[config.mk]
export PLATFORM = sky130hd
export DESIGN_NAME = sample_streamer
export DESIGN_NICKNAME = d
export VERILOG_FILES = /design/src/rtl/sample_streamer.sv
export SDC_FILE = /design/constraint.sdc
export NUM_CORES = 1
export LEC_CHECK = 0
export CAP_MARGIN = 10
export CORE_MARGIN = 2
export CORE_UTILIZATION = 61
export CTS_CLUSTER_SIZE = 8
export DETAILED_ROUTE_END_ITERATION = 7
export PLACE_DENSITY_LB_ADDON = 0.05
export SLEW_MARGIN = 15
export SYNTH_ARGS = -nofsm -noshare
export SYNTH_HDL_FRONTEND = slang
export SYNTH_SLANG_ARGS = --single-unit
[constraint.sdc]
create_clock -name clk -period 2.7 [get_ports clk]
set_input_delay 0.405 -clock clk [delete_from_list [all_inputs] [get_ports clk]]
set_output_delay 0.405 -clock clk [all_outputs]
set_load 0.02 [all_outputs]
[src/rtl/sample_streamer.sv]
// Sample playback engine: streams a small register memory out over a
// valid/ready port, either looping forever or for a fixed number of periods.
module sample_streamer #(
    parameter int DATA_W = 16,
    parameter int ADDR_W = 5,
    parameter int SHIFT  = 0
) (
    input  logic              clk,
    input  logic              reset,
    input  logic              wr_en,
    input  logic [ADDR_W-1:0] wr_addr,
    input  logic [DATA_W-1:0] wr_data,
    input  logic              start,
    input  logic              stop,
    input  logic              mode,
    input  logic [ADDR_W:0]   len,
    input  logic [7:0]        reps,
    output logic              out_valid,
    input  logic              out_ready,
    output logic [DATA_W-1:0] out_data,
    output logic              out_last,
    output logic              busy,
    output logic              done,
    output logic [15:0]       sample_cnt
);

    localparam int DEPTH = 2 ** ADDR_W;
    localparam logic [ADDR_W:0] DEPTH_L = (ADDR_W + 1)'(DEPTH);

    typedef enum logic [1:0] {
        S_IDLE,
        S_RUN,
        S_DONE
    } state_t;

    state_t r_state;
    state_t w_state_nxt;

    logic [DATA_W-1:0] r_mem [DEPTH];

    logic              r_mode;
    logic [ADDR_W-1:0] r_last_idx;
    logic [7:0]        r_reps;
    logic [ADDR_W-1:0] r_idx;
    logic [7:0]        r_per;
    logic              r_valid;
    logic              r_last;
    logic [DATA_W-1:0] r_data;
    logic [15:0]       r_cnt;

    logic [ADDR_W-1:0] w_last_idx;
    logic [7:0]        w_reps_eff;
    logic              w_start;
    logic              w_xfer;
    logic              w_at_end;
    logic [7:0]        w_per_nxt;
    logic              w_finish;
    logic [ADDR_W-1:0] w_idx_inc;
    logic [ADDR_W-1:0] w_rd_addr;
    logic [DATA_W-1:0] w_rd_data;

    always_ff @(posedge clk) begin
        if (wr_en) begin
            r_mem[wr_addr] <= wr_data;
        end
    end

    // len of 0 or beyond DEPTH both collapse to a full-memory period
    assign w_last_idx = (len == '0 || len > DEPTH_L) ? '1
                      : (len[ADDR_W-1:0] - ADDR_W'(1));
    assign w_reps_eff = (reps == 8'd0) ? 8'd1 : reps;

    assign w_start   = (r_state == S_IDLE) && start && !stop;
    assign w_xfer    = r_valid && out_ready;
    assign w_at_end  = (r_idx == r_last_idx);
    assign w_per_nxt = r_per + 8'd1;
    assign w_finish  = w_xfer && w_at_end && r_mode
                    && (w_per_nxt == r_reps);
    assign w_idx_inc = r_idx + ADDR_W'(1);
    assign w_rd_addr = (r_state == S_RUN && !w_at_end) ? w_idx_inc : '0;
    assign w_rd_data = r_mem[w_rd_addr] << SHIFT;

    always_ff @(posedge clk) begin
        if (!reset) begin
            r_state <= S_IDLE;
        end else begin
            r_state <= w_state_nxt;
        end
    end

    always_comb begin
        w_state_nxt = r_state;
        unique case (r_state)
            S_IDLE: begin
                if (w_start) begin
                    w_state_nxt = S_RUN;
                end
            end
            S_RUN: begin
                if (stop) begin
                    w_state_nxt = S_IDLE;
                end else if (w_finish) begin
                    w_state_nxt = S_DONE;
                end
            end
            S_DONE: begin
                w_state_nxt = S_IDLE;
            end
            default: begin
                w_state_nxt = S_IDLE;
            end
        endcase
    end

    always_ff @(posedge clk) begin
        if (!reset) begin
            r_mode     <= 1'b0;
            r_last_idx <= '0;
            r_reps     <= 8'd0;
            r_idx      <= '0;
            r_per      <= 8'd0;
            r_valid    <= 1'b0;
            r_last     <= 1'b0;
            r_data     <= '0;
            r_cnt      <= 16'd0;
        end else if (w_start) begin
            r_mode     <= mode;
            r_last_idx <= w_last_idx;
            r_reps     <= w_reps_eff;
            r_idx      <= '0;
            r_per      <= 8'd0;
            r_valid    <= 1'b1;
            r_last     <= (w_last_idx == '0);
            r_data     <= w_rd_data;
            r_cnt      <= 16'd0;
        end else if (r_state == S_RUN) begin
            if (w_xfer && r_cnt != 16'hFFFF) begin
                r_cnt <= r_cnt + 16'd1;
            end
            if (stop) begin
                r_valid <= 1'b0;
                r_last  <= 1'b0;
            end else if (w_xfer) begin
                if (w_at_end) begin
                    r_idx <= '0;
                    r_per <= w_per_nxt;
                    if (w_finish) begin
                        r_valid <= 1'b0;
                        r_last  <= 1'b0;
                    end else begin
                        r_data <= w_rd_data;
                        r_last <= (r_last_idx == '0);
                    end
                end else begin
                    r_idx  <= w_idx_inc;
                    r_data <= w_rd_data;
                    r_last <= (w_idx_inc == r_last_idx);
                end
            end
        end
    end

    assign out_valid  = r_valid;
    assign out_data   = r_data;
    assign out_last   = r_last;
    assign busy       = (r_state != S_IDLE);
    assign done       = (r_state == S_DONE);
    assign sample_cnt = r_cnt;

endmodule

* After elaboration in Yosys (flattened, before gate mapping) *
Memory sizes are Yosys's and may differ from the RTL's.
Index checks and enable logic that the tools add are counted.

storage, ports and cells
  register bits = 63
  bits in writable memories = 512
  input bits = 42
  output and inout bits = 36
  logic and storage cells = 86
  memories kept = 1

memory list
  memory  words  bits a word  read ports  clocked after Yosys merged registers in  write ports  RTL line  source
  r_mem   32     16           1           0                                        1            39        logic [DATA_W-1:0] r_mem [DEPTH];

operators by class
  add/sub/neg operators = 4
  order comparisons = 1
  eq/ne operators = 10
  mux-type cells = 28
  bitwise operators = 2
  reductions and logical operators = 30

operator list
  operator                 number
  $mux W16                 6
  $add A16 B1 Y16 const B  1
  $ne A16 B16 Y1 const B   1
  $mux W5                  3
  $mux W1                  14
  $reduce_and A4 Y1        3
  $eq A5 B5 Y1             2
  $logic_not A5 Y1         2
  $reduce_bool A3 Y1       3
  $add A8 B1 Y8 const B    1
  $eq A8 B8 Y1             1
  $logic_and A1 B1 Y1      8
  $logic_not A8 Y1         1
  $mux W8                  1
  $gt A6 B6 Y1 const B     1
  $logic_not A6 Y1         1
  $mux W2                  3
  $ne A3 B3 Y1 const B     2
  $reduce_and A2 Y1        3
  $reduce_bool A2 Y1       3
  $add A5 B1 Y5 const B    1
  $sub A5 B1 Y5 const B    1
  $pmux W2 S2              1
  $reduce_and A3 Y1        1
  other kinds (9)          11

* Logic depth before layout (Yosys ltp) *
An unclocked memory read counts as a cell.

  depth after elaboration = 11
  mapped depth = 11
  mapped depth without buffers = 9

* Worst setup path before layout *
No wires, ideal clock.

  path kind = register -> register
  from = register r_idx[1]
  to = register r_data[8], in the netlist out_data[8]
  library setup time = 0.125 ns
  arrival time = 2.172 ns
  data required time = 2.575 ns
  setup slack = 0.404 ns
  cell stages (with the launch flop) = 10
  path buffers = 3
  period minus slack after synthesis = 2.296 ns
  path through = dfxtp_1 > ha_1 > buf_2 > buf_2 > clkbuf_1 > mux4_2 > o21ai_0 > nand2_1 > a32oi_1 > o32ai_1

between the ends
  cells in the longest elaborated chain, start to end = 11
  elaborated cells between the ends (all ways) = 17
  classes of those cells = add/sub: 1; eq/ne: 2; mux: 7; reduce/logical: 6; memory: 1

RTL lines
  item                                                                      RTL line  source
  start: declaration                                                        44        logic [ADDR_W-1:0] r_idx;
  start signal: assignment                                                  155       r_idx <= w_idx_inc;
  parallel branches: the longest is 11 deep, another holds $mem_v2 Z32 W16  n/a
  end signal: assignment                                                    134       r_data <= w_rd_data;
  end signal: assignment                                                    151       r_data <= w_rd_data;
  end signal: assignment                                                    156       r_data <= w_rd_data;
  end: declaration                                                          48        logic [DATA_W-1:0] r_data;

Several ways; the timed one is not identified. The select of a mux whose other input is x is not followed.
A chain may end at the register's enable or synchronous reset.

* Worst setup path after layout *
  from = register r_idx[0]
  to = register r_data[0], in the netlist out_data[0]

Same word-level chain as after synthesis.

==> flow_metrics.py <==
metrics = {
    "setup_path": {
        "rr_endpoint": "out_data[0]",
        "worst-setup-path-type": "register to register",
        "cp_cell_sequence": "xnor2_1 -> nand2_1 -> buf_4 -> o211ai_4 -> buf_12 -> a21oi_1 -> o22ai_1 -> a32oi_2 -> o32ai_1",
        "reg2reg_slack_ps": 40,
        "reg2regPathDepth": 9,
        "slowest_delay_ps": 400,
        "cpMaxStageDelayCell": "dfxtp_4",
        "critPathArrivalTime_ps": 3160,
        "cp-endpoint": "out_data[0]",
        "critPathLaunchType": "register",
        "end_kind": "register",
        "crit_fanout": 32,
        "cp.required_ps": 3200,
        "r2r_start": "r_idx[0]",
        "startpoint": "r_idx[0]",
    },
    "timing": {
        "fmax_mhz": 375,
        "setup_viol": 0,
        "slew_viol_final": 0,
        "finalWorstSetupSlack_ps": 36.1,
        "worst_pin_slew_ps": 794,
        "fin_skew_ps": 21.5,
        "hold_viol_final": 0,
        "max-slew-margin-rel_pct": 46.5,
        "fin_crit_ps": 2660,
        "post-route-period-util_pct": 98.7,
        "finalSetupTns_ps": 0,
    },
    "clock_network": {
        "numCtsBuffers": 81,
        "cts_setup_buffers": 0,
        "clk_latency_ps": 600,
        "clk_pin_slew_worst_paths_ps": 50,
        "cts_tree": "built",
        "root_buffer": "clkbuf_16",
        "htree_levels": 3,
        "cts_buffer_depth": 3,
        "clock_sinks": 575,
    },
    "routing": {
        "dr.pass1.iters": 5,
        "viasPerCell": 6.52,
        "totalWireLength_um": 64900,
        "drtIter0Drc": 1982,
        "drc": 0,
        "wl_per_cell_um": 27.0,
        "detail-route-antenna-nets": 0,
        "vias": 15700,
    },
    "global_route": {
        "grt_antenna_before_repair": 0,
        "grt_pass1_wl_um": 95300,
        "grt_max_degree": 64,
        "grt_overflow_total": 0,
        "grt_use_total_pct": 32.0,
        "busiest_layer": "met2",
        "met2_usage_pct": 48.8,
        "grt_pass1_vias": 15300,
        "use_met3_pct": 9.14,
        "grt_use_met1_pct": 44.3,
    },
    "min_path": {
        "hp-class": "primary input to register",
    },
    "power_and_ir_drop": {
        "power_frac_seq_pct": 49.4,
        "power.leakage_nw": 9.29,
        "totalPowerFinal_mw": 20.0,
        "power_density_nw_per_um2": 702,
        "p_int_mw": 15.8,
        "p_comb_share_pct": 4.2,
        "pwr-share-clk_pct": 46.4,
        "p_switching_mw": 4.20,
        "sw_frac_of_total_pct": 21.0,
        "irDropWorstVdd_mv": 0.623,
    },
    "place": {
        "port_buffers": 77,
        "place_congestion": 0.954,
        "preCtsSetupSlack_ps": -104,
        "hpwl_um": 38100,
    },
    "synth": {
        "synth_edf_count": 512,
        "syn_nets": 1696,
        "ys_ff_latch": 575,
        "yosys_warnings": 0,
        "synthDistinctLibCells": 69,
        "synth.top_cell.area_share_pct": 64.5,
        "synth_commonest_cells": "edfxtp_1 (512), a21oi_1 (136), nand2_1 (134)",
        "yosysMostFrequentCell": "edfxtp_1",
        "yosysTopAreaCell": "edfxtp_1",
        "synth_area_leaders": "edfxtp_1 (65%), dfxtp_1 (5.3%), a21oi_1 (2.9%)",
        "synthArstFlopShare_pct": 0,
        "ys_seq_area_share_pct": 69.8,
        "syn_area_um2": 23800,
        "syn_area_per_cell_um2": 14.4,
        "netlist_instances": 1649,
        "ys.flop_type": "edfxtp_1",
    },
    "floorplanning": {
        "initial_core_util_pct": 61.8,
        "dieWidth_um": 202,
        "core-area_um2": 38600,
        "dieArea_um2": 40700,
        "ioPinCount": 78,
        "dieHeight_um": 202,
        "rows": 72,
    },
    "flow_run": {
        "cap_violations": 0,
    },
    "cells_and_area": {
        "diodes": 0,
        "nNetsFinal": 1875,
        "area_growth_pct": 19.4,
        "drive_gt1_share_pct": 16.5,
    },
    "status": {
        "status": "finished, final reports clean",
    },
}
[registers in the layout, indices dropped and copies added (netlist names)]
signal and cells:
out_data 16, out_last 1, out_valid 1, r_idx 5, r_last_idx 5, r_mem 512
r_mode 1, r_per 8, r_reps 8, r_state 2, sample_cnt 16
[worst max-delay path, delay by kind of cell (launching register included)]
kind | cells | cell delay [ps]
buffers and inverters | 2 | 510
AND/OR/NAND/NOR | 1 | 240
flip-flops | 1 | 400
XOR/XNOR | 1 | 240
AO/OA/AOI/OAI | 5 | 1140
[area by class of cell]
cell class,count,area [µm²]
Sequential cell,575,16600
Fill cell,2539,10100
Multi-Input combinational cell,942,6690
Clock buffer,138,2280
Timing Repair Buffer,204,2080
Tap cell,518,648
Inverter,24,90.1
Clock inverter,3,26.3
[per-stage QoR]
step | area, µm² | utilization [%] | hold WS (ps) | cells
floorplan | 23800 | - | 444 | 1649
CTS | 28400 | 73.6 | 375 | 2403
detailed placement | 26000 | 67.4 | 455 | 2261
global placement | 26000 | 67.4 | 450 | 2261
finish | 28500 | 73.8 | 387 | 2404
global route | 28500 | 73.8 | 395 | 2404
[power by group through the flow]
stage / logic (mW) / registers, mW / clock network (mW)
2_1_floorplan: 0.337 / 10.0 / 0
3_3_place_gp: 0.798 / 10.0 / 0
3_5_place_dp: 0.811 / 10.0 / 0
4_1_cts: 0.823 / 9.87 / 9.35
5_1_grt: 0.886 / 9.87 / 9.74
6_report: 0.841 / 9.87 / 9.28
[worst min path at each step]
stage	start	end	depth (start not counted)
after global routing	mode	r_mode	3
after floorplan	r_mode	r_mode	2
after global placement	out_data[1]	out_data[1]	2
after CTS	mode	r_mode	3
after detailed placement	out_data[1]	out_data[1]	2
final	mode	r_mode	3
[cell families (layout without fill, tap and decap cells)]
group                      Yosys count  in the layout  share of synthesized area (%)
adders and majority gates            5              5                          0.263
buffers and inverters              132            369                           2.66
and+or+nand+nor                    331            331                           6.42
muxes                              128            128                           6.55
AOI/OAI and AO/OA                  433            433                           12.6
xor gates and xnor gates            45             45                           1.65
DFF                                575            575                           69.8
[metal layers]
| layer | vias up | routed length [µm] |
|---|---|---|
| met5 | - | 0 |
| met4 | 0 | 1950 |
| met3 | 120 | 8230 |
| met2 | 997 | 29900 |
| met1 | 7755 | 24800 |
| li1 | 6804 | - |
[cells in the final DEF (no fill, tap or decap), types with 13 or more instances in the layout]
cell type	count
buf_4	99
o21ai_0	37
nand3_1	27
mux4_2	18
edfxtp_1	512
clkbuf_16	84
o32ai_1	15
dfxtp_1	62
o22a_1	13
xnor2_1	23
mux2i_1	66
clkdlybuf4s50_1	77
o211a_1	13
a21o_1	30
nand2_1	134
buf_12	21
a22oi_1	22
inv_1	24
nor2_1	82
o22ai_1	16
a221oi_1	14
nor2b_1	23
xor2_1	20
o2111ai_1	13
o221ai_1	30
a31oi_1	22
mux2_2	44
clkbuf_1	55
a311oi_1	14
a21oi_1	135
[timing repair]
| action | CTS | global route |
|---|---|---|
| setup endpoints to repair | 9 | 16 |
| pin swaps | 1 | 1 |
| gates resized for setup | 14 | 12 |
| gates cloned | 1 | 1 |
| hold buffers | 0 | 0 |
Power figures use the tool's default switching activity.
